File: src/rtl/trigger_sequencer_if.sv
// trigger_sequencer_if: config, control and status bundle of the trigger
// sequencer. The master side is the control-register block; the slave side
// is the sequencer itself.
interface trigger_sequencer_if #(
  parameter int CNT_W = 32,
  parameter int IDX_W = 16
);
  logic             cfg_valid;
  logic             cfg_ready;
  logic [CNT_W-1:0] cfg_period;
  logic [CNT_W-1:0] cfg_width;
  logic [CNT_W-1:0] cfg_delay;
  logic [IDX_W-1:0] cfg_count;
  logic             start;
  logic             stop;
  logic             busy;
  logic             done;
  logic             trigger_out;
  logic [IDX_W-1:0] pulse_idx;

  modport master (
    output cfg_valid, cfg_period, cfg_width, cfg_delay, cfg_count, start, stop,
    input  cfg_ready, busy, done, trigger_out, pulse_idx
  );

  modport slave (
    input  cfg_valid, cfg_period, cfg_width, cfg_delay, cfg_count, start, stop,
    output cfg_ready, busy, done, trigger_out, pulse_idx
  );
endinterface

File: src/rtl/trigger_sequencer.sv
// trigger_sequencer: programmable burst scheduler for the trigger datapath.
// A start request launches an optional delay followed by a burst of periodic
// pulses (or a continuous train when the count is zero).
// Optional feature: define TRIG_SEQ_EXT_START_EN to add the asynchronous
// ext_start input (2-FF synchronizer + rising-edge detect, ORed with start).
module trigger_sequencer #(
  parameter int          CNT_W      = 32,
  parameter int          IDX_W      = 16,
  parameter int unsigned DEF_PERIOD = 4096,
  parameter int unsigned DEF_WIDTH  = 1,
  parameter int unsigned DEF_COUNT  = 1
) (
  input  logic aclk,
  input  logic areset,
`ifdef TRIG_SEQ_EXT_START_EN
  input  logic ext_start,
`endif
  trigger_sequencer_if.slave bus
);

  typedef enum logic [1:0] {IDLE, DELAY, RUN} state_t;

  localparam logic [CNT_W-1:0] CNT_ZERO = '0;
  localparam logic [CNT_W-1:0] CNT_ONE  = CNT_W'(1);
  localparam logic [IDX_W-1:0] IDX_ZERO = '0;
  localparam logic [IDX_W-1:0] IDX_ONE  = IDX_W'(1);

  state_t           state_q, state_d;
  logic [CNT_W-1:0] cfgPeriod_q, cfgPeriod_d;
  logic [CNT_W-1:0] cfgWidth_q, cfgWidth_d;
  logic [CNT_W-1:0] cfgDelay_q, cfgDelay_d;
  logic [IDX_W-1:0] cfgCount_q, cfgCount_d;
  logic [CNT_W-1:0] runPeriod_q, runPeriod_d;
  logic [CNT_W-1:0] runWidth_q, runWidth_d;
  logic [IDX_W-1:0] runCount_q, runCount_d;
  logic [CNT_W-1:0] dly_q, dly_d;
  logic [CNT_W-1:0] cyc_q, cyc_d;
  logic [IDX_W-1:0] idx_q, idx_d;
  logic             trig_q, trig_d;
  logic             done_q, done_d;
  logic             startReq;

`ifdef TRIG_SEQ_EXT_START_EN
  logic sync1_q, sync2_q, sync3_q;

  // Bring ext_start into the aclk domain and keep one extra stage for edge detection
  always_ff @(posedge aclk or posedge areset) begin
    if (areset) begin
      sync1_q <= 1'b0;
      sync2_q <= 1'b0;
      sync3_q <= 1'b0;
    end else begin
      sync1_q <= ext_start;
      sync2_q <= sync1_q;
      sync3_q <= sync2_q;
    end
  end

  assign startReq = bus.start | (sync2_q & ~sync3_q);
`else
  assign startReq = bus.start;
`endif

  // Registers: state, programmed config, burst snapshot, counters and outputs
  always_ff @(posedge aclk or posedge areset) begin
    if (areset) begin
      state_q     <= IDLE;
      cfgPeriod_q <= CNT_W'(DEF_PERIOD);
      cfgWidth_q  <= CNT_W'(DEF_WIDTH);
      cfgDelay_q  <= CNT_ZERO;
      cfgCount_q  <= IDX_W'(DEF_COUNT);
      runPeriod_q <= CNT_W'(DEF_PERIOD);
      runWidth_q  <= CNT_W'(DEF_WIDTH);
      runCount_q  <= IDX_W'(DEF_COUNT);
      dly_q       <= CNT_ZERO;
      cyc_q       <= CNT_ZERO;
      idx_q       <= IDX_ZERO;
      trig_q      <= 1'b0;
      done_q      <= 1'b0;
    end else begin
      state_q     <= state_d;
      cfgPeriod_q <= cfgPeriod_d;
      cfgWidth_q  <= cfgWidth_d;
      cfgDelay_q  <= cfgDelay_d;
      cfgCount_q  <= cfgCount_d;
      runPeriod_q <= runPeriod_d;
      runWidth_q  <= runWidth_d;
      runCount_q  <= runCount_d;
      dly_q       <= dly_d;
      cyc_q       <= cyc_d;
      idx_q       <= idx_d;
      trig_q      <= trig_d;
      done_q      <= done_d;
    end
  end

  // Next state: launch from the old config snapshot, count delay, then emit
  // periods; cyc_q is the number of cycles already emitted in this period
  always_comb begin
    state_d     = state_q;
    cfgPeriod_d = cfgPeriod_q;
    cfgWidth_d  = cfgWidth_q;
    cfgDelay_d  = cfgDelay_q;
    cfgCount_d  = cfgCount_q;
    runPeriod_d = runPeriod_q;
    runWidth_d  = runWidth_q;
    runCount_d  = runCount_q;
    dly_d       = dly_q;
    cyc_d       = cyc_q;
    idx_d       = idx_q;
    trig_d      = 1'b0;
    done_d      = 1'b0;

    if (bus.cfg_valid && (state_q == IDLE)) begin
      cfgPeriod_d = bus.cfg_period;
      cfgWidth_d  = bus.cfg_width;
      cfgDelay_d  = bus.cfg_delay;
      cfgCount_d  = bus.cfg_count;
    end

    unique case (state_q)
      IDLE: begin
        if (startReq && !bus.stop) begin
          runPeriod_d = (cfgPeriod_q == CNT_ZERO) ? CNT_ONE : cfgPeriod_q;
          runWidth_d  = cfgWidth_q;
          runCount_d  = cfgCount_q;
          idx_d       = IDX_ZERO;
          cyc_d       = CNT_ZERO;
          if (cfgDelay_q == CNT_ZERO) begin
            state_d = RUN;
          end else begin
            state_d = DELAY;
            dly_d   = cfgDelay_q - CNT_ONE;
          end
        end
      end
      DELAY: begin
        if (bus.stop) begin
          state_d = IDLE;
        end else if (dly_q == CNT_ZERO) begin
          state_d = RUN;
          cyc_d   = CNT_ZERO;
        end else begin
          dly_d = dly_q - CNT_ONE;
        end
      end
      RUN: begin
        if (bus.stop) begin
          state_d = IDLE;
        end else if (cyc_q == runPeriod_q) begin
          if ((runCount_q != IDX_ZERO) && (idx_q == runCount_q - IDX_ONE)) begin
            state_d = IDLE;
            done_d  = 1'b1;
          end else begin
            idx_d  = idx_q + IDX_ONE;
            trig_d = (runWidth_q != CNT_ZERO);
            cyc_d  = CNT_ONE;
          end
        end else begin
          trig_d = (cyc_q < runWidth_q);
          cyc_d  = cyc_q + CNT_ONE;
        end
      end
      default: state_d = IDLE;
    endcase
  end

  assign bus.cfg_ready   = (state_q == IDLE);
  assign bus.busy        = (state_q != IDLE);
  assign bus.done        = done_q;
  assign bus.trigger_out = trig_q;
  assign bus.pulse_idx   = idx_q;

endmodule

File: src/flat_wrapper.sv
// flat-port wrapper written by rule: the top's interface ports become plain ports
module trigger_sequencer_flat 
#(
  parameter int          CNT_W      = 32,
  parameter int          IDX_W      = 16,
  parameter int unsigned DEF_PERIOD = 4096,
  parameter int unsigned DEF_WIDTH  = 1,
  parameter int unsigned DEF_COUNT  = 1
)
  (aclk, areset, bus_cfg_valid, bus_cfg_period, bus_cfg_width, bus_cfg_delay, bus_cfg_count, bus_start, bus_stop, bus_cfg_ready, bus_busy, bus_done, bus_trigger_out, bus_pulse_idx);
  trigger_sequencer_if #(.CNT_W(CNT_W), .IDX_W(IDX_W)) bus_i ();
  input  logic aclk;
  input  logic areset;
  input wire logic [$bits(bus_i.cfg_valid)-1:0] bus_cfg_valid;
  input wire logic [$bits(bus_i.cfg_period)-1:0] bus_cfg_period;
  input wire logic [$bits(bus_i.cfg_width)-1:0] bus_cfg_width;
  input wire logic [$bits(bus_i.cfg_delay)-1:0] bus_cfg_delay;
  input wire logic [$bits(bus_i.cfg_count)-1:0] bus_cfg_count;
  input wire logic [$bits(bus_i.start)-1:0] bus_start;
  input wire logic [$bits(bus_i.stop)-1:0] bus_stop;
  output wire logic [$bits(bus_i.cfg_ready)-1:0] bus_cfg_ready;
  output wire logic [$bits(bus_i.busy)-1:0] bus_busy;
  output wire logic [$bits(bus_i.done)-1:0] bus_done;
  output wire logic [$bits(bus_i.trigger_out)-1:0] bus_trigger_out;
  output wire logic [$bits(bus_i.pulse_idx)-1:0] bus_pulse_idx;
  assign bus_i.cfg_valid = bus_cfg_valid;
  assign bus_i.cfg_period = bus_cfg_period;
  assign bus_i.cfg_width = bus_cfg_width;
  assign bus_i.cfg_delay = bus_cfg_delay;
  assign bus_i.cfg_count = bus_cfg_count;
  assign bus_i.start = bus_start;
  assign bus_i.stop = bus_stop;
  assign bus_cfg_ready = bus_i.cfg_ready;
  assign bus_busy = bus_i.busy;
  assign bus_done = bus_i.done;
  assign bus_trigger_out = bus_i.trigger_out;
  assign bus_pulse_idx = bus_i.pulse_idx;
  trigger_sequencer #(.CNT_W(CNT_W), .IDX_W(IDX_W), .DEF_PERIOD(DEF_PERIOD), .DEF_WIDTH(DEF_WIDTH), .DEF_COUNT(DEF_COUNT)) u_core (.aclk(aclk), .areset(areset), .bus(bus_i));
endmodule
File: config.mk
export PLATFORM = sky130hd
export DESIGN_NAME = trigger_sequencer_flat
export DESIGN_NICKNAME = d
export VERILOG_FILES = /design/src/rtl/trigger_sequencer_if.sv /design/src/rtl/trigger_sequencer.sv /design/src/flat_wrapper.sv
export SDC_FILE = /design/constraint.sdc
export NUM_CORES = 1
export LEC_CHECK = 0
export CAP_MARGIN = 30
export CORE_ASPECT_RATIO = 0.6
export CORE_MARGIN = 2
export CORE_UTILIZATION = 45
export CTS_CLUSTER_DIAMETER = 200
export DETAILED_ROUTE_END_ITERATION = 16
export PLACE_DENSITY = 0.65
export SYNTH_ARGS = -nofsm -noshare
export SYNTH_HDL_FRONTEND = slang
export SYNTH_SLANG_ARGS = --single-unit
File: constraint.sdc
create_clock -name aclk -period 11.98 [get_ports aclk]
set_clock_uncertainty 0.2 [all_clocks]
set_input_delay 1.797 -clock aclk [delete_from_list [all_inputs] [get_ports aclk]]
set_output_delay 1.797 -clock aclk [all_outputs]
set_load 0.05 [all_outputs]
==> impl_metrics.ini <==
[status]
outcome = finished clean

[clock_network]
path_clk_slew_ns = 0.07
cts_root_buf = clkbuf_16
clk_path_buf_depth = 3
cts_tree = built
numCtsBuffers = 28
ctsResizeCount = 0
cts_sinks = 276
postCtsSetupRepairBufs = 0
htreeDepth = 1
cts_hold_buf = 0
clock_latency_ns = 0.55

[timing]
grt_setup_unrepaired = false
fmax_mhz = 218
hold_viol = 0
hold_ws_ns = 0.264
tightest_slew_ns = 0.869
tns_ns = 0
setup_viol_count_final = 0
slew-limit-headroom_pct = 42.1
fin_crit_sh_pct = 38.3
period_needed_ns = 4.58
drv_slew = 0

[power]
power_switching_uw = 871
internal-power_uw = 1930
switching_share_pct = 31.0
power.total_uw = 2810
p_per_area_nw_per_um2 = 162
comb_power_share_pct = 20.7
irDropWorstVdd_uv = 120
power_frac_clock_pct = 33.1
p_seq_share_pct = 46.2
p_leak_uw = 0.00755

[synthesis]
synth-main-ff-cell = dfrtp_1
synth_edf_count = 0
synthCells = 1513
async_reset_ff_share_pct = 100
synth-seq-cells = 276
yosys.cell_types.count = 79
yosysWarnings = 0
avgSynthCellArea_um2 = 9.65
syn-num-nets = 1666
seq_area_frac_synth_pct = 47.3
syn_area_um2 = 14600

[worst_hold_path]
hold_path.class = reg2reg
hold_depth = 2

[route]
first_pass_iters = 6
routed_via_density = 5.75
drt-total-wl_um = 38300
wl_per_cell_um = 18.5
ant_nets = 0
drc = 0
drt_iter0_markers = 1078
num_vias = 11900

[flow_run]
drv_cap = 0

[grt]
grt_pass1_wl_um = 62100
grtUsageMet2_pct = 32.2
grt-ovfl-total = 0
use_met3_pct = 4.17
busiest_layer = met1
grtUsageTotal_pct = 22.8
first_global_vias = 11300
antenna_found_initial = 0
met1_usage_pct = 36.1
grt_max_degree = 125

[setup_path]
crit_path_start_kind = input pin
crit_required_ns = 12.26
arrival_ns = 4.86
worstRegToRegCells = 11
cp-end-kind = flop
cp_max_fo = 51
crit_type = in2reg

[floorplan]
die_y_um = 144
io_pins = 137
die_w_um = 237
fp-row-count = 51
initial_core_util_pct = 45.4
core-area_um2 = 32200
die-area_um2 = 34000

[final_layout]
fillCellCount = 2845
nets = 1775
fin_util_pct = 54.0
mostFrequentLayoutCells = 270 x dfrtp_1, 261 x nand2_1, 136 x clkdlybuf4s50_1, 115 x o21ai_0, 111 x mux2_2
regArea_um2 = 6910
multi_input_area_um2 = 7240
diodes = 0
layout-drive-gt1-share_pct = 12.8
mostFrequentLayoutCell = dfrtp_1
layoutNonFillerInstCount = 2066
area_growth_pct = 18.9

[placed_design]
place_inst = 2015
gp_congestion = 0.880
io_buffers = 136
place_hpwl_um = 27300
-- critical path, cell delays in order --
cell             delay, ns
clkdlybuf4s50_1       0.50
nand2b_1              0.25
or3_1                 0.32
buf_4                 0.29
a221o_1               0.39
buf_4                 0.22
inv_1                 0.07
buf_4                 0.43
o21ai_0               0.22
a21oi_1               0.16
a2bb2oi_1             0.17
-- per-stage QoR --
stage | setup WS, ns | cell area [µm²]
after floorplan | 2.38 | 14600
after global placement | 6.75 | 16300
after detailed placement | 6.85 | 16400
after CTS | 7.44 | 17300
after global routing | 7.12 | 17400
final | 7.40 | 17400
-- path summary, 6_finish.rpt --
check                      slack, ns                               from                            endpoint
hold reg to reg                 0.26  u_core.cfgCount_q[13]$_DFFE_PP0P_   u_core.runCount_q[13]$_DFFE_PP0P_
max in group asynchronous       8.21                             areset   u_core.cfgDelay_q[19]$_DFFE_PP0P_
min in group asynchronous       1.62                             areset  u_core.cfgPeriod_q[30]$_DFFE_PP0P_
hold / removal                  0.26  u_core.cfgCount_q[13]$_DFFE_PP0P_   u_core.runCount_q[13]$_DFFE_PP0P_
setup / recovery                7.40                           bus_stop        u_core.dly_q[12]$_DFFE_PP0P_
setup reg to reg                7.46      u_core.state_q[1]$_DFFE_PP0P_        u_core.dly_q[22]$_DFFE_PP0P_
-- routing by layer --
metal / up-vias / share of wire [%] / routed length [µm]
li1: 5603 / - / -
met1: 5822 / 50 / 19200
met2: 404 / 41 / 15600
met3: 48 / 7.7 / 2950
met4: 0 / 1.6 / 598
met5: - / 0 / 0
-- sequential cells by signal, indices dropped and copies added, names as in the netlist --
name                    cells
u_core.bus.done             1
u_core.bus.pulse_idx       16
u_core.bus.trigger_out      1
u_core.cfgCount_q          16
u_core.cfgDelay_q          32
u_core.cfgPeriod_q         32
u_core.cfgWidth_q          32
u_core.cyc_q               32
u_core.dly_q               32
u_core.runCount_q          16
u_core.runPeriod_q         32
u_core.runWidth_q          32
u_core.state_q              2
-- power by group through the flow --
stage          clock network [µW]  logic, µW  registers [µW]
3_5_place_dp                    0        576            1310
6_report                      928        582            1300
5_1_grt                       989        653            1320
2_1_floorplan                   0        432            1240
4_1_cts                       945        580            1290
3_3_place_gp                    0        555            1300
-- synth_stat cells (6+ instances only) --
| cell type | number | area share [%] |
|---|---|---|
| a31oi_1 | 19 | 0.81 |
| or3_1 | 17 | 0.73 |
| o21ai_0 | 115 | 3.9 |
| and3_1 | 15 | 0.64 |
| nand2_1 | 261 | 6.7 |
| clkbuf_1 | 56 | 1.4 |
| xnor2_1 | 15 | 0.90 |
| dfrtp_1 | 270 | 46 |
| mux2i_1 | 21 | 1.4 |
| nor4_1 | 35 | 1.5 |
| xor2_1 | 45 | 2.7 |
| mux2_2 | 111 | 8.6 |
| or2_2 | 6 | 0.26 |
| a211oi_1 | 6 | 0.31 |
| ha_1 | 36 | 3.1 |
| dfstp_2 | 6 | 1.1 |
| nand2b_1 | 13 | 0.56 |
| nor2b_1 | 6 | 0.26 |
| inv_1 | 46 | 1.2 |
| or4_1 | 9 | 0.46 |
| buf_1 | 8 | 0.21 |
| a21oi_1 | 60 | 2.1 |
| nor3_1 | 20 | 0.69 |
| a21o_1 | 13 | 0.67 |
| nand3_1 | 36 | 1.2 |
| nor2_1 | 102 | 2.6 |
| a211o_1 | 6 | 0.36 |
| nand4_1 | 24 | 1.0 |
| and2_1 | 11 | 0.47 |
| o31ai_1 | 28 | 1.4 |
-- area by class of cell --
| class | count | area share [%] |
|---|---|---|
| inverter | 46 | 1.04 |
| timing repair buffer | 151 | 8.83 |
| sequential | 276 | 39.8 |
| clock buffer | 43 | 4.94 |
| clock inverter | 7 | 0.656 |
| tap | 424 | 3.05 |
| multi-input combinational | 1119 | 41.7 |
-- cells by family after synthesis --
kind of cell | after synthesis | share of synthesized area, %
adders and majority gates | 36 | 3.08
and+or+nand+nor | 581 | 19.0
AOI/OAI and AO/OA | 307 | 13.4
DFF | 276 | 47.3
muxes | 135 | 10.3
xor gates and xnor gates | 60 | 3.60
buffers and inverters | 118 | 3.23
(Power assumes the default switching activity.)
